==> src/rtl/mantissa_reciprocal_nr.sv <==
// mantissa_reciprocal_nr: LUT-seeded Newton-Raphson reciprocal of a Q1.23 mantissa, Q0.24 result
module mantissa_reciprocal_nr #(
    parameter int ITERATIONS  = 2,
    parameter int LUT_LATENCY = 1
) (
    input  logic        clk,
    input  logic        rst,
    input  logic        in_valid,
    output logic        in_ready,
    input  logic [23:0] in_mant,
    output logic [7:0]  lut_in,
    input  logic [23:0] lut_out,
    output logic        out_valid,
    input  logic        out_ready,
    output logic [23:0] out_recip
);
    typedef enum logic [2:0] {IDLE, WAIT, MUL_E, MUL_X, DONE} state_t;
    state_t state, state_nx;
    logic [23:0] d, x;
    logic [24:0] t, mul_a;
    logic [48:0] prod;
    logic [7:0]  cnt;
    logic [1:0]  iter;
    logic        lut_hit, last_iter;
    assign in_ready  = (state == IDLE) && !rst;
    assign out_valid = (state == DONE);
    assign out_recip = x;
    assign lut_hit   = (cnt == 8'(LUT_LATENCY));
    assign last_iter = (iter == 2'(ITERATIONS - 1));
    // A single multiplier: d*x in MUL_E, x*t in MUL_X.
    assign mul_a = (state == MUL_X) ? t : {1'b0, d};
    assign prod  = 49'(mul_a) * 49'(x);
    always_comb begin
        state_nx = state;
        case (state)
            IDLE:    state_nx = (in_valid && in_ready) ? WAIT : IDLE;
            WAIT:    state_nx = lut_hit ? ((ITERATIONS == 0) ? DONE : MUL_E) : WAIT;
            MUL_E:   state_nx = MUL_X;
            MUL_X:   state_nx = last_iter ? DONE : MUL_E;
            DONE:    state_nx = out_ready ? IDLE : DONE;
            default: state_nx = IDLE;
        endcase
    end
    always_ff @(posedge clk) begin
        if (rst) begin
            state  <= IDLE;
            lut_in <= 8'h00;
            d      <= 24'h0;
            x      <= 24'h0;
            t      <= 25'h0;
            cnt    <= 8'h0;
            iter   <= 2'h0;
        end else begin
            state <= state_nx;
            if (in_valid && in_ready) begin
                d      <= in_mant;
                lut_in <= in_mant[22:15];
                cnt    <= 8'h0;
                iter   <= 2'h0;
            end
            if (state == WAIT) begin
                cnt <= cnt + 8'h1;
                if (lut_hit)
                    x <= lut_out;
            end
            // p[47:23] is d*x in Q1.24; 2.0 - p wraps to exactly -p in 25 bits.
            if (state == MUL_E)
                t <= ~prod[47:23] + 25'h1;
            // x*t is Q1.48; an integer bit means the result reached 1.0, so saturate.
            if (state == MUL_X) begin
                x    <= prod[48] ? 24'hFFFFFF : prod[47:24];
                iter <= iter + 2'h1;
            end
        end
    end
endmodule

==> config.mk <==
export PLATFORM = sky130hd
export DESIGN_NAME = mantissa_reciprocal_nr
export DESIGN_NICKNAME = d
export VERILOG_FILES = /design/src/rtl/mantissa_reciprocal_nr.sv
export SDC_FILE = /design/constraint.sdc
export NUM_CORES = 2
export LEC_CHECK = 0
export CAP_MARGIN = 10
export CELL_PAD_IN_SITES_DETAIL_PLACEMENT = 1
export CELL_PAD_IN_SITES_GLOBAL_PLACEMENT = 1
export CORE_MARGIN = 3
export CORE_UTILIZATION = 50
export CTS_BUF_LIST = sky130_fd_sc_hd__clkbuf_2
export DETAILED_ROUTE_END_ITERATION = 12
export GPL_ROUTABILITY_DRIVEN = 0
export PLACE_DENSITY = 0.87
export SLEW_MARGIN = 20
export SYNTH_ARGS = -nofsm -noshare
export SYNTH_HDL_FRONTEND = slang
export SYNTH_SLANG_ARGS = --single-unit
==> constraint.sdc <==
create_clock -name clk -period 22.1 [get_ports clk]
set_input_delay 2.21 -clock clk [delete_from_list [all_inputs] [get_ports clk]]
set_output_delay 2.21 -clock clk [all_outputs]
set_load 0.01 [all_outputs]
==> flow_results.xml <==
<?xml version="1.0" encoding="UTF-8"?>
<metrics>
  <group name="worst_setup_path">
    <metric name="crit_slowest_cell" unit="">sky130_fd_sc_hd__dfxtp_2</metric>
    <metric name="worst_setup_path_end_kind" unit="">flip-flop</metric>
    <metric name="ff2ff_path_depth" unit="">26</metric>
    <metric name="critPathLaunch" unit="">state[1]$_SDFF_PP0_</metric>
    <metric name="worstReg2RegEnd" unit="">t[20]$_SDFFE_PP0P_</metric>
    <metric name="critical_path_required" unit="ns">22.61</metric>
    <metric name="worstReg2RegStart" unit="">state[1]$_SDFF_PP0_</metric>
    <metric name="cp_top_family" unit="">simple AND/OR/NAND/NOR gates</metric>
    <metric name="critical_path.n_buffers_inverters" unit="">4</metric>
    <metric name="delay_contributed_by_the_slowest_stage_of_the_critical_path" unit="ns">0.81</metric>
    <metric name="arrival_time_of_the_worst_setup_path" unit="ns">11.31</metric>
    <metric name="setup.worst_path.start_class" unit="">flip-flop</metric>
    <metric name="regToRegSetupSlack" unit="ns">11.30</metric>
    <metric name="worstSetupPathType" unit="">reg -&gt; reg</metric>
    <metric name="worst_path_most_repeated_cell" unit="">sky130_fd_sc_hd__fa_1</metric>
    <metric name="cp_max_fo" unit="">36</metric>
  </group>
  <group name="final_layout">
    <metric name="post_route_cells_drive_above_1_share" unit="%">3.35</metric>
    <metric name="final-seq-area" unit="um2">1720</metric>
    <metric name="multi_input_area" unit="um2">19500</metric>
    <metric name="nFillCells" unit="">5603</metric>
    <metric name="area_growth" unit="%">6.12</metric>
    <metric name="nets" unit="">3566</metric>
  </group>
  <group name="yosys">
    <metric name="synth_warnings" unit="">0</metric>
    <metric name="synthesis.instances" unit="">2857</metric>
    <metric name="post_synthesis_register_bit_count" unit="">86</metric>
    <metric name="post_synthesis_net_count" unit="">3587</metric>
    <metric name="synth_async_sr_flop_share" unit="%">0</metric>
    <metric name="postSynthAreaPerCell" unit="um2">8.40</metric>
    <metric name="netlist_top_cells_area" unit="">sky130_fd_sc_hd__fa_1, sky130_fd_sc_hd__ha_1, sky130_fd_sc_hd__inv_1</metric>
    <metric name="synth-main-ff-cell" unit="">sky130_fd_sc_hd__dfxtp_1</metric>
    <metric name="netlist-cell-type-count" unit="">80</metric>
    <metric name="synth_edf_count" unit="">0</metric>
    <metric name="synthesis.area" unit="um2">24000</metric>
    <metric name="ys_seq_area_share" unit="%">7.17</metric>
    <metric name="yosys.area.top_type_share" unit="%">41.9</metric>
    <metric name="synthDominantAreaCellType" unit="">sky130_fd_sc_hd__fa_1</metric>
  </group>
  <group name="sta">
    <metric name="finClkSkew" unit="ns">0.0469</metric>
    <metric name="timing.final.crit_share" unit="%">48.9</metric>
    <metric name="finalWorstPathRequiredPeriod" unit="ns">10.80</metric>
    <metric name="final-max-slew-violation-count" unit="">0</metric>
    <metric name="final.setup.tns" unit="ns">0</metric>
    <metric name="max_freq" unit="MHz">92.6</metric>
    <metric name="final_hold_violations" unit="">0</metric>
    <metric name="setup_viol" unit="">0</metric>
    <metric name="grt_setup_unrepaired" unit="">false</metric>
    <metric name="tightestPinTransition" unit="ns">1.14</metric>
    <metric name="remaining_max_slew_budget_at_the_tightest_pin" unit="%">24.0</metric>
  </group>
  <group name="floorplan">
    <metric name="die-width" unit="um">225</metric>
    <metric name="die_height" unit="um">225</metric>
    <metric name="core_region" unit="um2">47000</metric>
    <metric name="io_pins" unit="">86</metric>
    <metric name="dieArea" unit="um2">50700</metric>
    <metric name="initial_core_util" unit="%">51.1</metric>
    <metric name="rows" unit="">79</metric>
  </group>
  <group name="power_and_ir_drop">
    <metric name="cellPowerDensity" unit="nW/um2">18.6</metric>
    <metric name="clockPowerShare" unit="%">20.5</metric>
    <metric name="power.leakage" unit="nW">12.4</metric>
    <metric name="flop_pwr_share" unit="%">36.0</metric>
    <metric name="peakVddDrop" unit="uV">46.9</metric>
    <metric name="cellInternalPower" unit="W">0.000269</metric>
    <metric name="power.share.combinational" unit="%">43.5</metric>
    <metric name="switching_pwr" unit="W">0.000204</metric>
    <metric name="overall_power_consumption" unit="W">0.000473</metric>
    <metric name="power.switching_fraction" unit="%">43.1</metric>
  </group>
  <group name="clock_tree">
    <metric name="post_cts_resize_count" unit="">0</metric>
    <metric name="clock_insertion_delay_worst_skew" unit="ns">0.62</metric>
    <metric name="clockBufferDepth" unit="">2</metric>
    <metric name="tritoncts_clock_tree" unit="">built</metric>
    <metric name="cts_buffers" unit="">9</metric>
    <metric name="master_cell_of_the_clock_root_buffer" unit="">sky130_fd_sc_hd__clkbuf_2</metric>
    <metric name="htree_levels" unit="">3</metric>
    <metric name="postCtsSetupBuffers" unit="">0</metric>
    <metric name="clock_pin_slew_on_the_worst_setup_and_hold_paths" unit="ns">0.23</metric>
    <metric name="cts_hold_repair.buffers" unit="">0</metric>
    <metric name="clkSinkCount" unit="">86</metric>
  </group>
  <group name="worst_hold_path">
    <metric name="hp-start" unit="">out_recip[5]$_SDFFE_PP0P_</metric>
    <metric name="min-delay-path-class" unit="">reg -&gt; reg</metric>
    <metric name="hold_depth" unit="">2</metric>
    <metric name="timing.hold.worst_endpoint" unit="">out_recip[5]$_SDFFE_PP0P_</metric>
  </group>
  <group name="detailed_routing">
    <metric name="wirelength" unit="mm">80.1</metric>
    <metric name="drc" unit="">0</metric>
    <metric name="drt_first_iter_violations" unit="">1376</metric>
    <metric name="firstDrtPassIters" unit="">5</metric>
    <metric name="routed-via-count" unit="">20100</metric>
    <metric name="drt-wirelength-per-cell" unit="um">23.2</metric>
    <metric name="routed_vias_inst" unit="">5.84</metric>
    <metric name="drtAntennaViolNets" unit="">0</metric>
  </group>
  <group name="grt">
    <metric name="wire_length_of_the_first_global_routing_pass" unit="mm">127</metric>
    <metric name="grt_start_max_net_pins" unit="">60</metric>
    <metric name="antenna_found_initial" unit="">4</metric>
    <metric name="met2_usage" unit="%">58.0</metric>
    <metric name="top_usage_layer" unit="">met2</metric>
    <metric name="grtUsageMet3" unit="%">5.15</metric>
    <metric name="grt_util_met1" unit="%">37.7</metric>
    <metric name="via_count_of_the_first_global_routing_pass" unit="">23700</metric>
    <metric name="gr-total-overflow" unit="">0</metric>
    <metric name="grt_use_total" unit="%">32.6</metric>
  </group>
  <group name="run_status">
    <metric name="outcome" unit="">complete, no violations</metric>
  </group>
  <group name="flow_run">
    <metric name="maxCapViolations" unit="">0</metric>
  </group>
  <group name="placement">
    <metric name="buffer_ports.inserted" unit="">85</metric>
    <metric name="place.detailed.hpwl" unit="mm">62.8</metric>
  </group>
</metrics>
-- layout by cell type, fill, tap and decap left out, drive strengths merged, types with 18 or more instances in the layout --
cell type      instances
nand2                557
buf                   49
ha                   175
inv                  568
nand3                 24
and3                  18
o221ai                20
nor2                  62
dfxtp                 86
nor3                  19
and2                 296
fa                   503
a21oi                 86
clkdlybuf4s50         84
o21ai                 57
-- cell families (layout without fill, tap and decap cells) --
kind of cell               after synthesis  after routing  share of synthesized area [%]
other                                    0              2                              0
and+or+nand+nor                       1063           1063                           21.7
buffers and inverters                  732            715                           11.6
DFF                                     86             86                           7.17
AOI/OAI and AO/OA                      264            264                           7.21
xor gates and xnor gates                27             27                          0.985
adders and majority gates              678            678                           51.1
muxes                                    7              7                          0.292
-- power by group through the flow --
stage	combinational (W)	clock (W)	sequential, W
floorplan	0.000123	0	0.000170
global placement	0.000190	0	0.000172
detailed placement	0.000201	0	0.000173
CTS	0.000203	0.0000966	0.000170
global route	0.000221	0.000105	0.000171
finish	0.000206	0.0000969	0.000170
-- final cells by class --
class	count	area share [%]
inverter	567	8.35
clock inverter	6	0.334
tap	607	2.98
antenna	2	0.0196
sequential	86	6.76
clock buffer	9	0.177
timing repair buffer	133	4.73
multi-input combinational	2039	76.6
-- stage by stage --
stage	cells	util, %	hold slack [ns]	setup WS (ns)	cell area [um2]
2_1_floorplan	2857	-	0.425	13.19	24000
3_3_place_gp	3432	53.9	0.427	11.45	25300
3_5_place_dp	3432	54.0	0.434	10.91	25300
4_1_cts	3447	54.2	0.458	10.86	25500
5_1_grt	3448	54.3	0.482	10.84	25500
6_report	3449	54.3	0.459	11.30	25500
-- worst max-delay path by stage --
stage | to | slack (ns) | cells past startpoint
floorplan | t[20]$_SDFFE_PP0P_ | 13.19 | 34
finish | t[20]$_SDFFE_PP0P_ | 11.30 | 26
global route | t[20]$_SDFFE_PP0P_ | 10.84 | 26
CTS | t[20]$_SDFFE_PP0P_ | 10.86 | 28
detailed placement | t[20]$_SDFFE_PP0P_ | 10.91 | 26
global placement | t[20]$_SDFFE_PP0P_ | 11.45 | 26
-- Yosys cell counts (5+ instances only) --
cell type,n
sky130_fd_sc_hd__fa_1,503
sky130_fd_sc_hd__nand3b_1,8
sky130_fd_sc_hd__o211ai_1,8
sky130_fd_sc_hd__a31oi_1,6
sky130_fd_sc_hd__a211oi_1,13
sky130_fd_sc_hd__dfxtp_1,86
sky130_fd_sc_hd__a21oi_1,85
sky130_fd_sc_hd__nand2b_1,5
sky130_fd_sc_hd__nor2b_1,5
sky130_fd_sc_hd__a21o_1,9
sky130_fd_sc_hd__o21ai_1,6
sky130_fd_sc_hd__clkbuf_1,146
sky130_fd_sc_hd__o21ai_0,51
sky130_fd_sc_hd__nand3_1,22
sky130_fd_sc_hd__mux2i_1,7
sky130_fd_sc_hd__o21a_1,11
sky130_fd_sc_hd__o31ai_1,5
sky130_fd_sc_hd__nand2_1,556
sky130_fd_sc_hd__buf_4,9
sky130_fd_sc_hd__or3_1,10
sky130_fd_sc_hd__and2_1,296
sky130_fd_sc_hd__o221ai_1,20
sky130_fd_sc_hd__xnor2_1,17
sky130_fd_sc_hd__ha_1,175
sky130_fd_sc_hd__or2_2,5
sky130_fd_sc_hd__buf_1,8
sky130_fd_sc_hd__xor2_1,10
sky130_fd_sc_hd__and3_1,18
sky130_fd_sc_hd__o21bai_1,6
sky130_fd_sc_hd__nor4_1,10
sky130_fd_sc_hd__nor3_1,18
sky130_fd_sc_hd__nor2_1,61
sky130_fd_sc_hd__inv_1,567
sky130_fd_sc_hd__nand4_1,17
-- routing by layer --
| layer | up-vias | routed length [um] |
|---|---|---|
| li1 | 8602 | - |
| met1 | 10400 | 29400 |
| met2 | 825 | 40900 |
| met3 | 320 | 5020 |
| met4 | 0 | 4760 |
| met5 | - | 0 |
-- registers in the layout (all words and copies together), names as in the netlist --
| register | count |
|---|---|
| lut_in | 7 |
| t | 25 |
| out_recip | 24 |
| d | 17 |
| iter | 2 |
| state | 3 |
| cnt | 8 |
-- worst min-delay path: cells and delay by family, from the launching register on --
| kind | cells | cell delay [ns] |
|---|---|---|
| flip-flops | 1 | 0.36 |
| AND/OR/NAND/NOR | 2 | 0.09 |
Note: power is estimated with default switching activity, not from simulation.
